==> src/rtl/dmb_cnt_monitor_pkg.sv <==
// dmb_cnt_monitor shared package: state codes and widths.
// Statistics ports are compiled in with CNT_MON_STATS_EN.
package cnt_mon_pkg;

  localparam int CNT_W  = 4;
  localparam int STAT_W = 16;

  typedef enum logic [1:0] {
    ST_IDLE  = 2'd0,
    ST_OK    = 2'd1,
    ST_WARN  = 2'd2,
    ST_ERROR = 2'd3
  } state_e;

  function automatic logic [CNT_W-1:0] sat_inc(
    input logic [CNT_W-1:0] v
  );
    return (&v) ? v : v + CNT_W'(1);
  endfunction

endpackage

==> src/rtl/dmb_cnt_monitor_if.sv <==
// dmb_cnt_monitor event bus: strobed count and expected count.
// Master is the bit-counter stage, slave is the monitor.
interface dmb_cnt_monitor_if;
  import cnt_mon_pkg::*;

  logic [CNT_W-1:0] CNT_IN;
  logic             CNT_VLD;
  logic [CNT_W-1:0] EXP_CNT;

  modport master (
    output CNT_IN,
    output CNT_VLD,
    output EXP_CNT
  );

  modport slave (
    input CNT_IN,
    input CNT_VLD,
    input EXP_CNT
  );

endinterface

==> src/rtl/dmb_cnt_monitor_sat_counter.sv <==
// sat_counter: up-counter that sticks at all-ones.
// Synchronous clear wins over increment.
module sat_counter #(
  parameter int W = 4
) (
  input  logic         clk,
  input  logic         rst_n,
  input  logic         clr,
  input  logic         inc,
  output logic [W-1:0] q
);

  always_ff @(posedge clk or negedge rst_n) begin
    if (!rst_n) begin
      q <= '0;
    end else if (clr) begin
      q <= '0;
    end else if (inc && !(&q)) begin
      q <= q + W'(1);
    end
  end

endmodule

==> src/rtl/dmb_cnt_monitor.sv <==
// dmb_cnt_monitor: per-event live-count check with WARN/ERR persistence.
// Define CNT_MON_STATS_EN to add EV_CNT/MIS_CNT statistics.
module dmb_cnt_monitor
  import cnt_mon_pkg::*;
#(
  parameter int WARN_THR = 2,
  parameter int ERR_THR  = 8
) (
  input  logic              CLK,
  input  logic              RST_N,
  input  logic              CLR,
  dmb_cnt_monitor_if.slave  ev,
  output logic [1:0]        STATE,
  output logic              WARN,
  output logic              ERR,
  output logic [4:0]        DELTA,
  output logic [CNT_W-1:0]  RUN_LEN,
  output logic [CNT_W-1:0]  MAX_CNT
`ifdef CNT_MON_STATS_EN
  ,
  output logic [STAT_W-1:0] EV_CNT,
  output logic [STAT_W-1:0] MIS_CNT
`endif
);

  localparam logic [CNT_W-1:0] WTHR = CNT_W'(WARN_THR);
  localparam logic [CNT_W-1:0] ETHR = CNT_W'(ERR_THR);

  state_e           st_q;
  state_e           st_d;
  logic             acc;
  logic             hit;
  logic             miss;
  logic [CNT_W-1:0] run_nx;

  assign acc    = ev.CNT_VLD & ~CLR;
  assign hit    = acc & (ev.CNT_IN == ev.EXP_CNT);
  assign miss   = acc & (ev.CNT_IN != ev.EXP_CNT);
  assign run_nx = sat_inc(RUN_LEN);

  sat_counter #(.W(CNT_W)) u_run (
    .clk   (CLK),
    .rst_n (RST_N),
    .clr   (CLR | hit),
    .inc   (miss),
    .q     (RUN_LEN)
  );

  always_ff @(posedge CLK or negedge RST_N) begin
    if (!RST_N) begin
      st_q <= ST_IDLE;
    end else begin
      st_q <= st_d;
    end
  end

  // Thresholds are judged on the run length this event produces.
  always_comb begin
    st_d = st_q;
    unique case (1'b1)
      CLR: st_d = ST_IDLE;
      hit: begin
        if (st_q != ST_ERROR) st_d = ST_OK;
      end
      miss: begin
        if (st_q == ST_ERROR || run_nx >= ETHR)
          st_d = ST_ERROR;
        else if (run_nx >= WTHR || st_q == ST_WARN)
          st_d = ST_WARN;
        else
          st_d = ST_OK;
      end
      default: ;
    endcase
  end

  assign STATE = st_q;
  assign WARN  = (st_q == ST_WARN);
  assign ERR   = (st_q == ST_ERROR);

  always_ff @(posedge CLK or negedge RST_N) begin
    if (!RST_N) begin
      DELTA   <= '0;
      MAX_CNT <= '0;
    end else if (CLR) begin
      DELTA   <= '0;
      MAX_CNT <= '0;
    end else if (acc) begin
      DELTA <= {1'b0, ev.CNT_IN} - {1'b0, ev.EXP_CNT};
      if (ev.CNT_IN > MAX_CNT) MAX_CNT <= ev.CNT_IN;
    end
  end

`ifdef CNT_MON_STATS_EN
  sat_counter #(.W(STAT_W)) u_ev (
    .clk   (CLK),
    .rst_n (RST_N),
    .clr   (CLR),
    .inc   (acc),
    .q     (EV_CNT)
  );

  sat_counter #(.W(STAT_W)) u_mis (
    .clk   (CLK),
    .rst_n (RST_N),
    .clr   (CLR),
    .inc   (miss),
    .q     (MIS_CNT)
  );
`endif

endmodule

==> src/flat_wrapper.sv <==
// flat-port wrapper written by rule: the top's interface ports become plain ports
module dmb_cnt_monitor_flat import cnt_mon_pkg::*;
#(
  parameter int WARN_THR = 2,
  parameter int ERR_THR  = 8
)
  (CLK, RST_N, CLR, STATE, WARN, ERR, DELTA, RUN_LEN, MAX_CNT, ev_CNT_IN, ev_CNT_VLD, ev_EXP_CNT);
  dmb_cnt_monitor_if ev_i ();
  input  logic CLK;
  input  logic RST_N;
  input  logic CLR;
  output logic [1:0] STATE;
  output logic WARN;
  output logic ERR;
  output logic [4:0] DELTA;
  output logic [CNT_W-1:0] RUN_LEN;
  output logic [CNT_W-1:0] MAX_CNT;
  input wire logic [$bits(ev_i.CNT_IN)-1:0] ev_CNT_IN;
  input wire logic [$bits(ev_i.CNT_VLD)-1:0] ev_CNT_VLD;
  input wire logic [$bits(ev_i.EXP_CNT)-1:0] ev_EXP_CNT;
  assign ev_i.CNT_IN = ev_CNT_IN;
  assign ev_i.CNT_VLD = ev_CNT_VLD;
  assign ev_i.EXP_CNT = ev_EXP_CNT;
  dmb_cnt_monitor #(.WARN_THR(WARN_THR), .ERR_THR(ERR_THR)) u_core (.CLK(CLK), .RST_N(RST_N), .CLR(CLR), .ev(ev_i), .STATE(STATE), .WARN(WARN), .ERR(ERR), .DELTA(DELTA), .RUN_LEN(RUN_LEN), .MAX_CNT(MAX_CNT));
endmodule
==> config.mk <==
export PLATFORM = sky130hd
export DESIGN_NAME = dmb_cnt_monitor_flat
export DESIGN_NICKNAME = d
export VERILOG_FILES = /design/src/rtl/dmb_cnt_monitor_pkg.sv /design/src/rtl/dmb_cnt_monitor_if.sv /design/src/rtl/dmb_cnt_monitor_sat_counter.sv /design/src/rtl/dmb_cnt_monitor.sv /design/src/flat_wrapper.sv
export SDC_FILE = /design/constraint.sdc
export NUM_CORES = 1
export LEC_CHECK = 0
export BUFFER_PORTS_ARGS = -buffer_cell sky130_fd_sc_hd__buf_2
export CAP_MARGIN = 20
export CORE_MARGIN = 2
export CORE_UTILIZATION = 51
export DETAILED_ROUTE_END_ITERATION = 8
export MAX_ROUTING_LAYER = met4
export PLACE_DENSITY = 0.83
export SYNTH_ARGS = -nofsm -noshare
export SYNTH_HDL_FRONTEND = slang
export SYNTH_SLANG_ARGS = --single-unit
==> constraint.sdc <==
create_clock -name CLK -period 1.8 [get_ports CLK]
set_input_delay 0.27 -clock CLK [delete_from_list [all_inputs] [get_ports CLK]]
set_output_delay 0.27 -clock CLK [all_outputs]
set_load 0.1 [all_outputs]
== Yosys cells after proc, flatten, opt, wreduce, memory -nomap -nowiden ==
Cells that the tools add are included.

* Register bits after elaboration: 15
* Input bits: 12
* Output and inout bits: 17

* Add/subtract/negate cells: 2
* $lt $le $gt $ge: 3
* Eq/ne operators: 6
* Muxes and demuxes: 12
* Bitwise logic cells: 5
* Reductions and logical operators: 11

{| class="wikitable"
|+ Operators with widths
! kind !! count
|-
| $mux 4 || 6
|-
| $mux 5 || 2
|-
| $mux 2 || 3
|-
| $pmux 2 s3 || 1
|-
| $reduce_bool 2->1 || 3
|-
| $sub 4x4->5 || 1
|-
| $add 4x1->4 const B || 1
|-
| $eq 2x2->1 const B || 2
|-
| $eq 4x4->1 || 1
|-
| $ge 4x2->1 const B || 1
|-
| $ge 4x4->1 const B || 1
|-
| $gt 4x4->1 || 1
|-
| $ne 2x2->1 const B || 2
|-
| $ne 4x4->1 || 1
|-
| $reduce_and 2->1 || 2
|-
| $reduce_and 4->1 || 1
|-
| $and 1x1->1 || 3
|-
| $reduce_bool 3->1 || 1
|-
| $logic_or 1x1->1 || 2
|-
| $logic_and 1x1->1 || 1
|-
| $logic_not 1->1 || 1
|-
| $not 1->1 || 1
|-
| $or 1x1->1 || 1
|}

== Longest topological paths before layout ==
* Depth in word-level cells: 7
* Gate-level depth with buffers: 8
* Gate-level depth less buffers: 8

== Hierarchy ==
Synthesis repeated with hierarchy kept, for this count alone.

* Cells, all modules: 112
* Area, all modules: 1,054.8 sq um

{| class="wikitable"
|+ By module, submodules not included
! module !! instances !! cells an instance !! area an instance (sq um) !! sequential area each (sq um)
|-
| dmb_cnt_monitor || 1 || 92 || 825.8 || 275.3
|-
| sat_counter || 1 || 20 || 229.0 || 100.1
|}

== Worst setup path before layout ==
No wires, ideal clock.

* Path kind: register -> register
* Start: register u_core.st_q[1], in the netlist u_core.STATE[1]
* End: register u_core.st_q[0], in the netlist u_core.STATE[0]
* Library setup time: 0.140 ns
* Arrival time: 2.726 ns
* Data required time: 1.660 ns
* Setup slack: -1.066 ns
* Stages on the path, launching flop included: 5
* Period minus slack after synthesis: 2.866 ns
* Cell sequence: dfrtp_1 -> nor2b_1 -> nor3_1 -> o21ai_0 -> a311oi_2

* Word-level cells in the longest chain between the ends: 5
* Elaborated cells on any way between the ends: 10

{| class="wikitable"
|+ Ends and longest elaborated chain
! what !! RTL line !! RTL
|-
| from (decl) || dmb_cnt_monitor.sv:29 || <nowiki>state_e st_q;</nowiki>
|-
| from (signal assigned) || dmb_cnt_monitor.sv:53 || <nowiki>st_q <= st_d;</nowiki>
|-
| $eq 2x2->1 || - ||
|-
| named net WARN || flat_wrapper.sv:13 || <nowiki>output logic WARN;</nowiki>
|-
| $logic_or 1x1->1 || dmb_cnt_monitor.sv:68 || <nowiki>else if (run_nx >= WTHR || st_q == ST_WARN)</nowiki>
|-
| $mux 2 || dmb_cnt_monitor.sv:68 ||
|-
| $mux 2 || dmb_cnt_monitor.sv:66 || <nowiki>if (st_q == ST_ERROR || run_nx >= ETHR)</nowiki>
|-
| $pmux 2 s3 || dmb_cnt_monitor.sv:60 || <nowiki>unique case (1'b1)</nowiki>
|}

The timed path passes the listed nets, and every way through them passes these cells.
A chain may end at the register's enable or synchronous reset.

== Final worst setup path ==
* Start: register u_core.MAX_CNT[1]
* End: register u_core.MAX_CNT[0]

* Word-level cells in the longest chain between the ends: 3

{| class="wikitable"
|+ Ends and longest elaborated chain
! what !! RTL line !! RTL
|-
| from (decl) || dmb_cnt_monitor.sv:18 || <nowiki>output logic [CNT_W-1:0] MAX_CNT</nowiki>
|-
| from (signal assigned) || dmb_cnt_monitor.sv:90 || <nowiki>if (ev.CNT_IN > MAX_CNT) MAX_CNT <= ev.CNT_IN;</nowiki>
|-
| $gt 4x4->1 || dmb_cnt_monitor.sv:90 ||
|-
| $reduce_bool 2->1 (no line) || - ||
|-
| $reduce_and 2->1 (no line) || - ||
|}

No other way between the ends.

==> run metrics <==
area delta synth->final=19.1%; status=complete, no violations; Syn Area/Cell=between 9 and 10 µm²; Peak VDD IR=0.000665 V; Post-synth ARST share=1.00; average via count per standard cell=5.36; minimum clock period=around 1.6 ns; CP max stage delay=about 0.37 ns; largest net degree at the start of global routing=22; WL final=2.23 mm; Root Buffer=clkbuf_4; Skew-Pair Late Insertion Delay=0.28 ns; drt wl/cell=13.0 µm; slowest CP cell=dfrtp_2; Clock transition at path regs=around 0.08 ns; Seq/Total Area, Yosys=0.345; Setup Skew=slightly above 0.005 ns; Post-DP HPWL=1.75 mm; reg2reg start=u_core.MAX_CNT[1]; die height=50.2 µm; antenna violations before repair=0; iteration count of the initial detailed-routing pass=4; Multi-input gate area=654 µm²; H-Tree Level Count=1; WP data required=a little under 2 ns; Post-Syn Nets=roughly 140; vias in the first global route=934; CORE AREA=1980 µm²; Synth top area share=0.345; DR vias=916; Netlist Area Pre-Place=between 1000 and 1500 µm²; final net count=between 150 and 200; GR Util met2=0.333; First DRT Iteration DRCs=16; Hold Startpoint=ev_CNT_IN[3]; CP endpoint kind=register; Setup CP Type=reg -> reg; Hold EP=u_core.MAX_CNT[3]; TritonCTS Sinks=15; initial core utilization=0.549; ant diodes=0; ys flop type=dfrtp_1; Gate Count Post-Synth=between 100 and 150; Fmax=slightly above 600 MHz; Reg2Reg Depth=6; Worst Path Max Fanout=4; Rows=16; critical-path cell list=inv_1 -> ha_1 -> nor2b_1 -> o211ai_2 -> a21oi_4 -> mux2i_1; gpl congestion=between 0.8 and 0.9; first-pass GRT wire length=approximately 4 mm; Final Cycle Share=0.896; Max-Slew Margin vs Limit=0.675; fillers=about 160; Post-route DRC=0; Setup crit start kind=register; commonest cells in the synthesized netlist=dfrtp_1, inv_1, ha_1, nor2_1, nand2b_1; share of cells above drive strength 1=0.368; endpoints failing hold=0; Worst EP arrival=1.81 ns; count leader, synth=dfrtp_1; reg2reg end=u_core.MAX_CNT[0]; Synth area leader=dfrtp_1; CTS tree=done; unrepaired setup endpoints after global routing=no; GRT Util Overall=0.221; PD cells=just under 800 nW/µm²; setup tns final=0 ns; pins over their slew limit=0; Top Ports=29; final core utilization=0.653; GR Layer Usage met3=0.0833; gr ovfl total=0; port bufs=28; Netlist cell types=37; Max-cap violations=0; Tightest Pin Transition=a little under 0.5 ns; EDFF count, synth=0; GR Util met1=0.277; Post-CTS Resized=0; YS warnings=0; worst hold path class=in -> reg; hold depth=3; TritonCTS buffer count=3; r2r setup slk=roughly 0.19 ns; die area=between 2000 and 3000 µm²; ranking of synthesized cells by area=dfrtp_1, ha_1, mux2i_1, nand2b_1, inv_1; most used routing layer in global routing=met2; Die X=about 50 µm; Lkg Pwr=about 0.63 nW; Reg area=385 µm²; Synth Register Bits=15; final setup fails=0; clk buf depth=2; antenna viol nets, final=0
-- layout make-up --
| class | count | area share |
|---|---|---|
| Multi-Input combinational cell | 84 | 0.505 |
| Sequential cell | 15 | 0.298 |
| Inverter | 12 | 0.0348 |
| Tap cell | 27 | 0.0261 |
| Clock buffer | 4 | 0.0203 |
| Timing Repair Buffer | 29 | 0.116 |
-- kinds of logic (layout without fill, tap and decap cells) --
group	count (synthesis)	after routing	synth area share
xor gates and xnor gates	1	1	0.00806
DFF	15	15	0.345
and+or+nand+nor	41	41	0.208
muxes	5	5	0.0460
adders and majority gates	11	11	0.133
buffers and inverters	15	45	0.0610
AOI/OAI and AO/OA	26	26	0.198
-- power breakdown --
part | total [mW] | switching [mW] | internal, mW
registers | 0.387 | 0.0221 | 0.365
logic | 0.455 | 0.342 | 0.114
clock network | 0.185 | 0.0994 | 0.0861
-- cells in the final DEF, fill, tap and decap left out, types with 2 or more instances in the layout --
master | synthesis | routed
inv_1 | 11 | 11
dfrtp_1 | 15 | 7
mux2i_1 | 5 | 5
ha_1 | 10 | 10
buf_2 | 2 | 28
clkbuf_4 | 0 | 3
a211oi_1 | 3 | 3
nor3_1 | 3 | 3
nand4_1 | 2 | 2
a21oi_1 | 5 | 5
nor2b_1 | 3 | 2
a21oi_2 | 2 | 2
nand2b_1 | 8 | 8
nand2_1 | 6 | 6
dfrtp_2 | 0 | 8
o21ai_1 | 3 | 3
nor2_1 | 10 | 10
nand3_1 | 2 | 2
o21ai_0 | 3 | 3
-- flip-flops by register name, summed over array words and instances (netlist names) --
signal	cells
u_core.DELTA	5
u_core.MAX_CNT	4
u_core.u_run.q	4
u_core.STATE	2
-- what timing repair did --
item / 4_1_cts / 5_1_grt
buffers inserted: 0 / 0
hold buffers: 1 / 0
hold endpoints to repair: 15 / 0
-- per-layer routing --
layer | up-vias | part of all wire
met5 | - | 0
met4 | 0 | 0.012
met3 | 4 | 0.064
met2 | 27 | 0.47
met1 | 423 | 0.45
li1 | 462 | -
-- critical path: cells and delay by family, from the launching register on --
family / cells / cell delay (ns)
and+or+nand+nor: 1 / 0.22
adders and majority gates: 1 / 0.30
DFF: 1 / 0.37
muxes: 1 / 0.23
AOI/OAI and AO/OA: 2 / 0.35
buffers and inverters: 1 / 0.04
-- worst max-delay path by stage --
| stage | to | slack, ns | start |
|---|---|---|---|
| after floorplan | u_core.STATE[0] | 0.02 | u_core.u_run.q[2] |
| after global routing | u_core.MAX_CNT[0] | 0.12 | u_core.MAX_CNT[1] |
| after global placement | u_core.DELTA[4] | 0.17 | ev_CNT_IN[0] |
| final | u_core.MAX_CNT[0] | 0.19 | u_core.MAX_CNT[1] |
| after CTS | u_core.MAX_CNT[0] | 0.21 | u_core.MAX_CNT[1] |
| after detailed placement | u_core.DELTA[4] | 0.12 | ev_CNT_IN[0] |
-- stage by stage --
stage | setup slack [ns] | hold slack, ns | cells | power, mW | instance area, µm²
2_1_floorplan | 0.0234 | -0.0256 | 114 | 0.761 | 1110
4_1_cts | 0.207 | 0.254 | 171 | 1.04 | 1290
6_report | 0.188 | 0.258 | 171 | 1.03 | 1290
3_3_place_gp | 0.171 | 0.188 | 166 | 0.837 | 1260
5_1_grt | 0.118 | 0.268 | 171 | 1.09 | 1290
3_5_place_dp | 0.119 | 0.193 | 166 | 0.846 | 1260
Note: power is estimated with default switching activity, not from simulation.
